**src/rtl/lsu_pkg.sv**
```systemverilog
// Shared encodings for the load/store unit.
package lsu_pkg;

  // mem_op[1:0] access size
  localparam logic [1:0] SZ_B = 2'b00;
  localparam logic [1:0] SZ_H = 2'b01;
  localparam logic [1:0] SZ_W = 2'b10;

  // mem_op flag bit positions
  localparam int OP_UNS = 2;
  localparam int OP_ST  = 3;

  typedef enum logic [1:0] {
    ST_IDLE = 2'd0,
    ST_REQ  = 2'd1,
    ST_WAIT = 2'd2
  } state_e;

endpackage

```
**src/rtl/lsu_align.sv**
```systemverilog
// Combinational lane steering: store replication/strobes, load extraction
// with sign/zero extension, and the misalignment check.
module lsu_align
  import lsu_pkg::*;
(
  input  logic [1:0]  size,
  input  logic        uns,
  input  logic [1:0]  addr_lo,
  input  logic [31:0] st_data,
  input  logic [31:0] ld_word,
  output logic [31:0] wdata,
  output logic [3:0]  wstrb,
  output logic [31:0] ld_data,
  output logic        misalign
);

  logic [31:0] ld_shift;
  logic [15:0] ld_half;

  // Store lane replication and byte enables
  always_comb begin
    wdata = st_data;
    wstrb = 4'b1111;
    case (size)
      SZ_B: begin
        wdata = {4{st_data[7:0]}};
        wstrb = 4'b0001 << addr_lo;
      end
      SZ_H: begin
        wdata = {2{st_data[15:0]}};
        wstrb = addr_lo[1] ? 4'b1100 : 4'b0011;
      end
      default: begin
        wdata = st_data;
        wstrb = 4'b1111;
      end
    endcase
  end

  // Load lane selection and extension
  always_comb begin
    ld_shift = ld_word >> {addr_lo, 3'b000};
    ld_half  = addr_lo[1] ? ld_word[31:16] : ld_word[15:0];
    ld_data  = ld_word;
    case (size)
      SZ_B:    ld_data = {{24{~uns & ld_shift[7]}}, ld_shift[7:0]};
      SZ_H:    ld_data = {{16{~uns & ld_half[15]}}, ld_half};
      default: ld_data = ld_word;
    endcase
  end

  // Misaligned halves/words and the illegal size encoding
  always_comb begin
    misalign = 1'b0;
    case (size)
      SZ_B:    misalign = 1'b0;
      SZ_H:    misalign = addr_lo[0];
      SZ_W:    misalign = (addr_lo != 2'b00);
      default: misalign = 1'b1;
    endcase
  end

endmodule

```
**src/rtl/lsu.sv**
```systemverilog
// Load/store unit: accepts memory ops from execute, runs the dmem
// request/grant/response handshake and returns extended load data.
module lsu
  import lsu_pkg::*;
#(
  parameter int AW = 32,
  parameter int DW = 32
) (
  input  logic          clk,
  input  logic          rst,
  input  logic          ex_valid,
  output logic          ex_ready,
  input  logic [3:0]    mem_op,
  input  logic [AW-1:0] ex_addr,
  input  logic [DW-1:0] ex_wdata,
  input  logic [4:0]    ex_rd,
  output logic          dmem_req,
  output logic          dmem_we,
  output logic [AW-1:0] dmem_addr,
  output logic [DW-1:0] dmem_wdata,
  output logic [3:0]    dmem_wstrb,
  input  logic          dmem_gnt,
  input  logic          dmem_rvalid,
  input  logic [DW-1:0] dmem_rdata,
  output logic          wb_valid,
  output logic [4:0]    wb_rd,
  output logic [DW-1:0] wb_data,
  output logic          misalign,
  output logic [AW-1:0] misalign_addr,
  output logic          busy
);

  state_e        state_q, state_d;
  logic [1:0]    size_q, size_d;
  logic          uns_q, uns_d;
  logic          st_q, st_d;
  logic [AW-1:0] addr_q, addr_d;
  logic [4:0]    rd_q, rd_d;
  logic [DW-1:0] wdata_q, wdata_d;
  logic [3:0]    wstrb_q, wstrb_d;
  logic          wb_valid_q, wb_valid_d;
  logic [4:0]    wb_rd_q, wb_rd_d;
  logic [DW-1:0] wb_data_q, wb_data_d;
  logic          misalign_q, misalign_d;
  logic [AW-1:0] misalign_addr_q, misalign_addr_d;

  logic          idle;
  logic          accept;
  logic [1:0]    al_size;
  logic          al_uns;
  logic [1:0]    al_addr_lo;
  logic [DW-1:0] al_wdata;
  logic [3:0]    al_wstrb;
  logic [DW-1:0] al_ld_data;
  logic          al_misalign;

  assign idle   = (state_q == ST_IDLE);
  assign accept = ex_valid & idle;

  // The single aligner serves the incoming op while idle (misalign check,
  // store lanes latched at accept) and the latched op otherwise (load extract).
  assign al_size    = idle ? mem_op[1:0]    : size_q;
  assign al_uns     = idle ? mem_op[OP_UNS] : uns_q;
  assign al_addr_lo = idle ? ex_addr[1:0]   : addr_q[1:0];

  lsu_align u_align (
    .size     (al_size),
    .uns      (al_uns),
    .addr_lo  (al_addr_lo),
    .st_data  (ex_wdata),
    .ld_word  (dmem_rdata),
    .wdata    (al_wdata),
    .wstrb    (al_wstrb),
    .ld_data  (al_ld_data),
    .misalign (al_misalign)
  );

  // Next-state and registered-output logic
  always_comb begin
    state_d         = state_q;
    size_d          = size_q;
    uns_d           = uns_q;
    st_d            = st_q;
    addr_d          = addr_q;
    rd_d            = rd_q;
    wdata_d         = wdata_q;
    wstrb_d         = wstrb_q;
    wb_valid_d      = 1'b0;
    wb_rd_d         = wb_rd_q;
    wb_data_d       = wb_data_q;
    misalign_d      = 1'b0;
    misalign_addr_d = misalign_addr_q;
    case (state_q)
      ST_IDLE: begin
        if (accept) begin
          if (al_misalign) begin
            misalign_d      = 1'b1;
            misalign_addr_d = ex_addr;
          end else begin
            size_d  = mem_op[1:0];
            uns_d   = mem_op[OP_UNS];
            st_d    = mem_op[OP_ST];
            addr_d  = ex_addr;
            rd_d    = ex_rd;
            wdata_d = al_wdata;
            wstrb_d = mem_op[OP_ST] ? al_wstrb : 4'b0000;
            state_d = ST_REQ;
          end
        end
      end
      ST_REQ: begin
        if (dmem_gnt) state_d = st_q ? ST_IDLE : ST_WAIT;
      end
      ST_WAIT: begin
        if (dmem_rvalid) begin
          wb_valid_d = 1'b1;
          wb_data_d  = al_ld_data;
          wb_rd_d    = rd_q;
          state_d    = ST_IDLE;
        end
      end
      default: state_d = ST_IDLE;
    endcase
  end

  // State and datapath registers with synchronous reset
  always_ff @(posedge clk) begin
    if (rst) begin
      state_q         <= ST_IDLE;
      size_q          <= '0;
      uns_q           <= 1'b0;
      st_q            <= 1'b0;
      addr_q          <= '0;
      rd_q            <= '0;
      wdata_q         <= '0;
      wstrb_q         <= '0;
      wb_valid_q      <= 1'b0;
      wb_rd_q         <= '0;
      wb_data_q       <= '0;
      misalign_q      <= 1'b0;
      misalign_addr_q <= '0;
    end else begin
      state_q         <= state_d;
      size_q          <= size_d;
      uns_q           <= uns_d;
      st_q            <= st_d;
      addr_q          <= addr_d;
      rd_q            <= rd_d;
      wdata_q         <= wdata_d;
      wstrb_q         <= wstrb_d;
      wb_valid_q      <= wb_valid_d;
      wb_rd_q         <= wb_rd_d;
      wb_data_q       <= wb_data_d;
      misalign_q      <= misalign_d;
      misalign_addr_q <= misalign_addr_d;
    end
  end

  assign busy          = ~idle;
  assign ex_ready      = idle;
  assign dmem_req      = (state_q == ST_REQ);
  assign dmem_we       = dmem_req & st_q;
  assign dmem_addr     = {addr_q[AW-1:2], 2'b00};
  assign dmem_wdata    = wdata_q;
  assign dmem_wstrb    = wstrb_q;
  assign wb_valid      = wb_valid_q;
  assign wb_rd         = wb_rd_q;
  assign wb_data       = wb_data_q;
  assign misalign      = misalign_q;
  assign misalign_addr = misalign_addr_q;

endmodule

```
**config.mk**
```make
export PLATFORM = sky130hd
export DESIGN_NAME = lsu
export DESIGN_NICKNAME = d
export VERILOG_FILES = /design/src/rtl/lsu_pkg.sv /design/src/rtl/lsu_align.sv /design/src/rtl/lsu.sv
export SDC_FILE = /design/constraint.sdc
export NUM_CORES = 1
export LEC_CHECK = 0
export BUFFER_PORTS_ARGS = -buffer_cell sky130_fd_sc_hd__buf_2
export CAP_MARGIN = 20
export CORE_MARGIN = 4
export CORE_UTILIZATION = 49
export DETAILED_ROUTE_END_ITERATION = 12
export GPL_TIMING_DRIVEN = 0
export PLACE_DENSITY = 0.77
export SLEW_MARGIN = 20
export SYNTH_ARGS = -nofsm -noshare
export SYNTH_HDL_FRONTEND = slang
export SYNTH_SLANG_ARGS = --single-unit
export TNS_END_PERCENT = 1
```
**constraint.sdc**
```tcl
create_clock -name clk -period 2.3 [get_ports clk]
set_input_delay 0.115 -clock clk [delete_from_list [all_inputs] [get_ports clk]]
set_output_delay 0.115 -clock clk [all_outputs]
set_load 0.01 [all_outputs]
```
==> metrics list, run 1 <==
- The flow ran to the end, and the final reports show no timing, DRC or antenna violations.
- Static timing analysis puts the maximum clock frequency at 448.2 MHz.
- Filler-free cell count of the finished design: 1245
* Leakage power total: 4.103 nW
* Relative area change from synthesis to final layout: 40.51%
- TritonCTS built the clock tree.
- Residual antenna-violating net count after detailed routing: 0
- Unique cell type count in the Yosys netlist: 54
- Gr ovfl total: 0
- Counting flops with a built-in enable in the synthesized netlist gives 0.
- Registers are responsible for 41.6% of the overall power.
* Worst R2R Setup Slack: 0.07 ns
* Antenna violations before repair: 0
- Proportion of total power due to net switching: 27.57%
- Counting every sink on the clock net gives 150.
- Die H: 123.6 um
- Count of buffers from port buffering: 249
* Power density relative to cell area: 735.8 mW/mm2
* Latest clock arrival within the worst-skew pair: 0.42 ns
- For this configuration, the core starts out at a cell density of 51.03%.
- Warning count from the yosys run: 0
- Synthesis produced 731 cells.
* Cells after DPL: 1153
* Post-synth top area share: 45.88%
- Post-synthesis sequential element count: 150
- The analysis attributes to net switching a power of 1.866 mW.
- Final RePlAce weighted congestion: 0.9630
- CTS H-Tree Depth: 4
- Across every metal layer, demand over resource in global routing totals 28.81%.
- The worst setup path is of the reg2reg kind.
- Nature of the critical path endpoint: register
- Drt drc: 0
- Total routed wirelength: 22560 um
- Class of the most critical hold timing path: in2reg
- Subtracting the final worst setup slack from the clock period gives 2.231 ns.
- The worst setup path is launched from a register.
- Headroom to the max-slew limit came out at 48.94%.
- Dominant synthesized flop cell: sky130_fd_sc_hd__dfxtp_1
* Total core area: 0.01282 mm2
- Max cap viols: 0
- Floorplan die area: 0.01527 mm2
* Count of routing violations after the opening detailed-route iteration: 581
* Post-DR wirelength/cell: 18.12 um
- Clk pwr share: 41.1%
- Arr. time, crit path: 2.50 ns
- Combinational cells account for 17.2% of the total power.
* Reg clk slew, reported paths: 0.06 ns
- The net count of the finished layout is 1169.
- Using the TritonRoute via totals, the vias-per-cell ratio works out to 5.448.
- Site row count: 41
- Dividing the final minimum period by the clock period gives 97.02%.
* Layout cell share with drive strength beyond 1: 37.13%
* Internal Dissipation: 4.901 mW
* Inserted Clock Buffers: 17
- Number of global-route vias before repair: 6634
- The synthesized netlist occupies a cell area of 0.006545 mm2.
* I/O pin count: 253
- Along the worst path, the maximum fanout reaches 10.
- Area contributors post-synth: sky130_fd_sc_hd__dfxtp_1 (46%), sky130_fd_sc_hd__nand2_1 (8.3%), sky130_fd_sc_hd__a211oi_2 (5.9%)
- A synthesized cell averages 8.954 um2.
* Final Power: 6.767 mW
* Share of async-settable or async-resettable flops after synthesis: 0%
- Post-synthesis cell type with the largest combined area: sky130_fd_sc_hd__dfxtp_1
- Peak supply drop: 0.5532 mV
- Detailed placement finished with a half-perimeter wire length of 15810 um.
* Cell chosen for the clock root: sky130_fd_sc_hd__clkbuf_16
- Pin slew with the least headroom to its limit: 0.7630 ns
- Fraction of the yosys area taken by sequential cells: 45.88%
- Chip width: 123.6 um
- Total number of vias: 6783
- Setup repair after global routing missed its margin: yes
- No sink is reached through more buffers than the 2 on the longest clock path.
- Pin count of the biggest net entering global routing: 17
- For the worst setup path, the data required time is 2.57 ns.
- Number of failing setup endpoints in the final timing report: 0
- Final Hold Viols: 0
* First-pass GRT wire length: 34180 um
- Smallest hold slack: 0.01518 ns
* Count of final max-slew check failures: 0
- For this run, the detailed router's first-pass iteration total came to 5.
* Layout Skew: 0.006456 ns
## cells by family (layout without fill, tap and decap cells)
| kind of cell | Yosys count | after routing | share of synthesized area, % |
|---|---|---|---|
| AOI/OAI and AO/OA | 218 | 218 | 26.82 |
| xor gates and xnor gates | 1 | 1 | 0.1338 |
| buffers and inverters | 95 | 435 | 8.545 |
| DFF | 150 | 150 | 45.88 |
| muxes | 13 | 13 | 2.065 |
| other | 1 | 3 | 0.05730 |
| and+or+nand+nor | 253 | 253 | 16.50 |
## worst paths after layout
kind / startpoint / end / cells after the start
hold / removal: ex_addr[1] / addr_q[1]$_SDFFE_PP0P_ / 3
hold reg to reg: rd_q[0]$_SDFFE_PP0P_ / wb_rd[0]$_SDFFE_PP0P_ / 2
setup reg to reg: state_q[1]$_SDFFE_PP0P_ / dmem_wdata[30]$_SDFFE_PP0P_ / 8
setup / recovery: state_q[1]$_SDFFE_PP0P_ / dmem_wdata[30]$_SDFFE_PP0P_ / 8
## registers in the layout, summed over array words and instances (netlist names), 2 cells and up
| name | count |
|---|---|
| addr_q | 32 |
| dmem_wdata | 32 |
| misalign_addr | 32 |
| wb_data | 32 |
| rd_q | 5 |
| wb_rd | 5 |
| dmem_wstrb | 4 |
| size_q | 2 |
| state_q | 2 |
## metrics by stage
step | utilization (%) | instance area, um2 | worst slack, ns | TNS, ns
4_1_cts | 71.32 | 9146 | 0.03170 | 0
6_report | 71.71 | 9196 | 0.06864 | 0
3_3_place_gp | 62.46 | 8010 | 0.06048 | 0
2_1_floorplan | - | 6549 | 0.3184 | 0
3_5_place_dp | 62.46 | 8010 | 0.03819 | 0
5_1_grt | 71.69 | 9194 | -0.01077 | -0.01478
## worst max-delay path, cell delays in order, from the launching register on
cell and delay [ns]:
sky130_fd_sc_hd__dfxtp_1 0.37, sky130_fd_sc_hd__or2_1 0.24, sky130_fd_sc_hd__buf_4 0.18, sky130_fd_sc_hd__inv_2 0.09, sky130_fd_sc_hd__mux2_4 0.29, sky130_fd_sc_hd__buf_4 0.19
sky130_fd_sc_hd__buf_4 0.20, sky130_fd_sc_hd__a222oi_1 0.40, sky130_fd_sc_hd__a211oi_1 0.13
## metal layers
metal / global-route usage, % / routed length (um) / vias up
li1: - / - / 3235
met1: 35.93 / 9230 / 3159
met2: 47.47 / 10740 / 337
met3: 7.766 / 2005 / 52
met4: 11.42 / 585 / 0
met5: 0 / 0 / -
## power by group through the flow
stage                     combinational [mW]  sequential (mW)  clock, mW
final                                   1.16             2.82       2.78
after global routing                    1.27             2.83       2.91
after CTS                               1.13             2.81       2.80
after detailed placement                1.05             2.87          0
after global placement                  1.05             2.86          0
after floorplan                        0.584             2.91          0
## area by class of cell
| class | count | area [um2] |
|---|---|---|
| clock inverter | 10 | 121.4 |
| buffer | 92 | 560.5 |
| sequential | 150 | 3003 |
| timing repair buffer | 308 | 1827 |
| inverter | 3 | 11.26 |
| tap | 172 | 215.2 |
| multi-input combinational | 487 | 2992 |
| antenna | 1 | 2.502 |
| clock buffer | 22 | 464.2 |
| fill | 994 | 3628 |
## repair_timing
| action | 4_1_cts | 5_1_grt |
|---|---|---|
| gates resized for setup | 0 | 7 |
| endpoints found under the hold margin | 85 | 0 |
| hold buffers | 55 | 0 |
| buffers inserted | 0 | 4 |
| setup endpoints to repair | 0 | 33 |
## cells in the mapped netlist (3+ instances only)
cell	count
sky130_fd_sc_hd__a211oi_1	26
sky130_fd_sc_hd__a211oi_2	31
sky130_fd_sc_hd__a21oi_1	61
sky130_fd_sc_hd__a221oi_1	7
sky130_fd_sc_hd__a222oi_1	6
sky130_fd_sc_hd__a22o_1	37
sky130_fd_sc_hd__a311oi_1	11
sky130_fd_sc_hd__a32o_1	4
sky130_fd_sc_hd__and2_1	3
sky130_fd_sc_hd__buf_2	24
sky130_fd_sc_hd__buf_4	38
sky130_fd_sc_hd__buf_6	4
sky130_fd_sc_hd__clkbuf_1	25
sky130_fd_sc_hd__dfxtp_1	150
sky130_fd_sc_hd__mux2i_1	12
sky130_fd_sc_hd__nand2_1	145
sky130_fd_sc_hd__nand2b_1	3
sky130_fd_sc_hd__nand3_1	11
sky130_fd_sc_hd__nor2_1	65
sky130_fd_sc_hd__nor2b_1	7
sky130_fd_sc_hd__nor3b_1	4
sky130_fd_sc_hd__o21a_1	4
sky130_fd_sc_hd__o21ai_0	7
sky130_fd_sc_hd__o221a_2	7
## cells in the final DEF, fill, tap and decap left out, types with 25 or more instances in the layout
| master | count |
|---|---|
| sky130_fd_sc_hd__dfxtp_1 | 150 |
| sky130_fd_sc_hd__a211oi_2 | 32 |
| sky130_fd_sc_hd__dlygate4sd3_1 | 55 |
| sky130_fd_sc_hd__clkbuf_1 | 28 |
| sky130_fd_sc_hd__nor2_1 | 65 |
| sky130_fd_sc_hd__nand2_1 | 145 |
| sky130_fd_sc_hd__a22o_1 | 37 |
| sky130_fd_sc_hd__a211oi_1 | 25 |
| sky130_fd_sc_hd__a21oi_1 | 61 |
| sky130_fd_sc_hd__buf_2 | 268 |
| sky130_fd_sc_hd__buf_4 | 43 |
No activity file was read; power rests on OpenSTA's default activity.
==> inputs of run 2 (changes only) <==
--- a/config.mk
+++ b/config.mk
@@ -11,7 +11,7 @@
 export CORE_UTILIZATION = 49
 export DETAILED_ROUTE_END_ITERATION = 12
 export GPL_TIMING_DRIVEN = 0
-export PLACE_DENSITY = 0.77
+export PLACE_DENSITY = 0.86
 export SLEW_MARGIN = 20
 export SYNTH_ARGS = -nofsm -noshare
 export SYNTH_HDL_FRONTEND = slang
==> run 2 against run 1 <==
- sequential share of layout area is 0.088 points lower
- count of clock-buffer cells in the layout is 2 lower
- fmax is 1.8% higher
- total power is 2.4% higher
- critical endpoint is now wb_data[13]$_SDFFE_PP0P_
==> metrics list, run 2 (synthesized netlist as in run 1, its figures left out) <==
- The pin count of the biggest net entering global routing is 17 (unchanged).
- The power per cell area was 751.1 mW/mm2 (+2.1%).
- CTS H-Tree Depth: 4 (unchanged)
- Proportion of total power due to net switching: 27.56% (about the same)
- By startpoint and endpoint, the worst setup path is classified as reg2reg.
* Switching power total: 1.910 mW (+2.4%)
- Final HPWL from detailed placement: 16320 um (+3.2%)
- Data required time of the worst path: 2.57 ns (about the same)
* Layout cell share with drive strength beyond 1: 37.25% (+0.13 points)
- Flop pwr share: 40.7% (-0.9 points)
- Floorplan die area: 0.01527 mm2 (unchanged)
- Post-layout net count: 1168 (-0.086%)
* Via density per instance: 5.625 (+3.2%)
- Number of global-route vias before repair: 6906 (+4.1%)
- Chip width: 123.6 um (unchanged)
- The flow ran to the end, and the final reports show no timing, DRC or antenna violations.
- Final Hold Viols: 0 (unchanged)
- The worst hold path begins at ex_wdata[20].
* Final RePlAce weighted congestion: 0.9129 (-5.2%)
* Total number of vias: 6997 (+3.2%)
* Sink Count: 150 (unchanged)
- The count of final max-slew check failures is 0 (unchanged).
- The global router's overall resource usage was 30.52% (+1.7 points).
- The worst register-to-register path begins at state_q[1]$_SDFFE_PP0P_.
* Filler-free cell count of the finished design: 1244 (-0.080%)
* Reg clk slew, reported paths: 0.06 ns (about the same)
- Clk pwr share: 42.3% (+1.2 points)
* Layout Skew: 0.01054 ns (+0.004080 ns)
- The overall overflow remaining after global route was 0 (unchanged).
* Inserted Clock Buffers: 17 (unchanged)
* Maximum operating frequency: 456.3 MHz (+1.8%)
* Peak supply drop: 0.4544 mV (-18%)
* Pin slew with the least headroom to its limit: 0.8069 ns (+0.04383 ns)
- Class of the most critical hold timing path: in2reg
* Combinational cell fraction of total power: 17.0% (-0.2 points)
* Antenna violations before repair: 0 (unchanged)
* Period utilization: 95.28% (-1.7 points)
- Latest clock arrival within the worst-skew pair: 0.42 ns (about the same)
* First-pass GRT wire length: 36110 um (+5.6%)
- The buffer levels on the longest clock path is 2 (unchanged).
- Count of buffers from port buffering: 249 (unchanged)
- Leaving out fill and tap cells, the most frequent cell in the layout is sky130_fd_sc_hd__buf_2.
- The vertical extent of the die is 123.6 um (unchanged).
- The total instance count after detailed placement came to 1153 (unchanged).
- The standard cell core area was 0.01282 mm2 (unchanged).
* Worst slew slack as a fraction of its limit: 46.01% (-2.9 points)
- Total iterations of the first detailed-routing run: 5 (unchanged)
- Clock tree from TritonCTS: yes
- Post-DR wirelength/cell: 18.88 um (+4.2%)
* Max cap viols: 0 (unchanged)
* CP startpoint: state_q[1]$_SDFFE_PP0P_
* I/O pin count: 253 (unchanged)
* Relative area change from synthesis to final layout: 41.01%
- Number of failing setup endpoints in the final timing report: 0 (unchanged)
- Starting Density: 51.03% (unchanged)
- The largest fanout of any net on the critical path is 10 (unchanged).
* Core occupancy in the finished layout: 71.96% (+0.25 points)
- Commonest cells after routing, fill and taps aside: sky130_fd_sc_hd__buf_2 (269), sky130_fd_sc_hd__dfxtp_1 (148), sky130_fd_sc_hd__nand2_1 (145)
- Nature of the critical path startpoint: register
- Drt drc: 0 (unchanged)
* Total routed wirelength: 23490 um (+4.1%)
* Site row count: 41 (unchanged)
- The internal power is 5.022 mW (+2.5%).
* Count of routing violations after the opening detailed-route iteration: 499 (-14%)
- Cell chosen for the clock root: sky130_fd_sc_hd__clkbuf_16
- The worst setup path is captured at a register.
* Arr. time, crit path: 2.46 ns (-0.04 ns)
- The shortest period the worst path allows came to 2.191 ns (-0.03989 ns).
* Leakage power total: 4.129 nW (+0.63%)
- The remaining number of nets flagged by the antenna check after routing was 0 (unchanged).
run 2: repair_timing:
action                                  CTS  global route
setup buffers                             0             2
hold endpoints to repair                 87             0
gates resized for setup                   0             9
endpoints found under the setup margin    1            36
pin swaps                                 1             3
hold buffers                             56             0
run 2: layout make-up:
cell class / count / area, um2
fill: 967 / 3596
sequential: 150 / 3005
multi-input combinational: 487 / 2987
timing repair buffer: 307 / 1822
buffer: 92 / 565.5
clock buffer: 20 / 456.7
tap: 172 / 215.2
clock inverter: 12 / 163.9
inverter: 3 / 11.26
antenna: 1 / 2.502
run 2: through the flow:
step / hold WS [ns] / TNS, ns / setup WS (ns) / power (mW) / area [um2]
detailed placement: 0.3501 / 0 / 0.01194 / 3.927 / 8010
global route: 0.05519 / -0.02472 / -0.008900 / 7.171 / 9226
global placement: 0.3477 / 0 / 0.05219 / 3.906 / 8010
floorplan: 0.2477 / 0 / 0.3184 / 3.492 / 6549
finish: 0.04547 / 0 / 0.1085 / 6.932 / 9229
CTS: 0.02254 / 0 / 0.009223 / 6.902 / 9191
run 2: power by group through the flow:
| stage | combinational (mW) | clock [mW] | sequential, mW |
|---|---|---|---|
| floorplan | 0.584 | 0 | 2.91 |
| global placement | 1.04 | 0 | 2.86 |
| detailed placement | 1.06 | 0 | 2.87 |
| CTS | 1.14 | 2.95 | 2.81 |
| global route | 1.27 | 3.06 | 2.83 |
| finish | 1.18 | 2.93 | 2.82 |
run 2: worst max-delay path, stage by stage (launching register included):
cell                       delay, ns
sky130_fd_sc_hd__dfxtp_2        0.36
sky130_fd_sc_hd__or2_1          0.23
sky130_fd_sc_hd__buf_4          0.17
sky130_fd_sc_hd__o21ai_1        0.24
sky130_fd_sc_hd__buf_2          0.31
sky130_fd_sc_hd__a211oi_1       0.11
sky130_fd_sc_hd__o21ai_2        0.30
sky130_fd_sc_hd__buf_6          0.23
sky130_fd_sc_hd__a211oi_2       0.08
run 2: final timing paths:
kind	end	slack (ns)	cells past startpoint
worst max-delay path	wb_data[13]$_SDFFE_PP0P_	0.11	8
worst min-delay path	dmem_wdata[20]$_SDFFE_PP0P_	0.05	3
worst max register to register	wb_data[13]$_SDFFE_PP0P_	0.11	8
worst min register to register	wb_rd[2]$_SDFFE_PP0P_	0.45	2
run 2: per-layer routing:
layer / up-vias / wire length [um] / global-route usage, %
li1: 3232 / - / -
met1: 3259 / 8859 / 36.35
met2: 409 / 11360 / 49.47
met3: 97 / 2151 / 8.901
met4: 0 / 1121 / 16.96
met5: - / 0 / 0
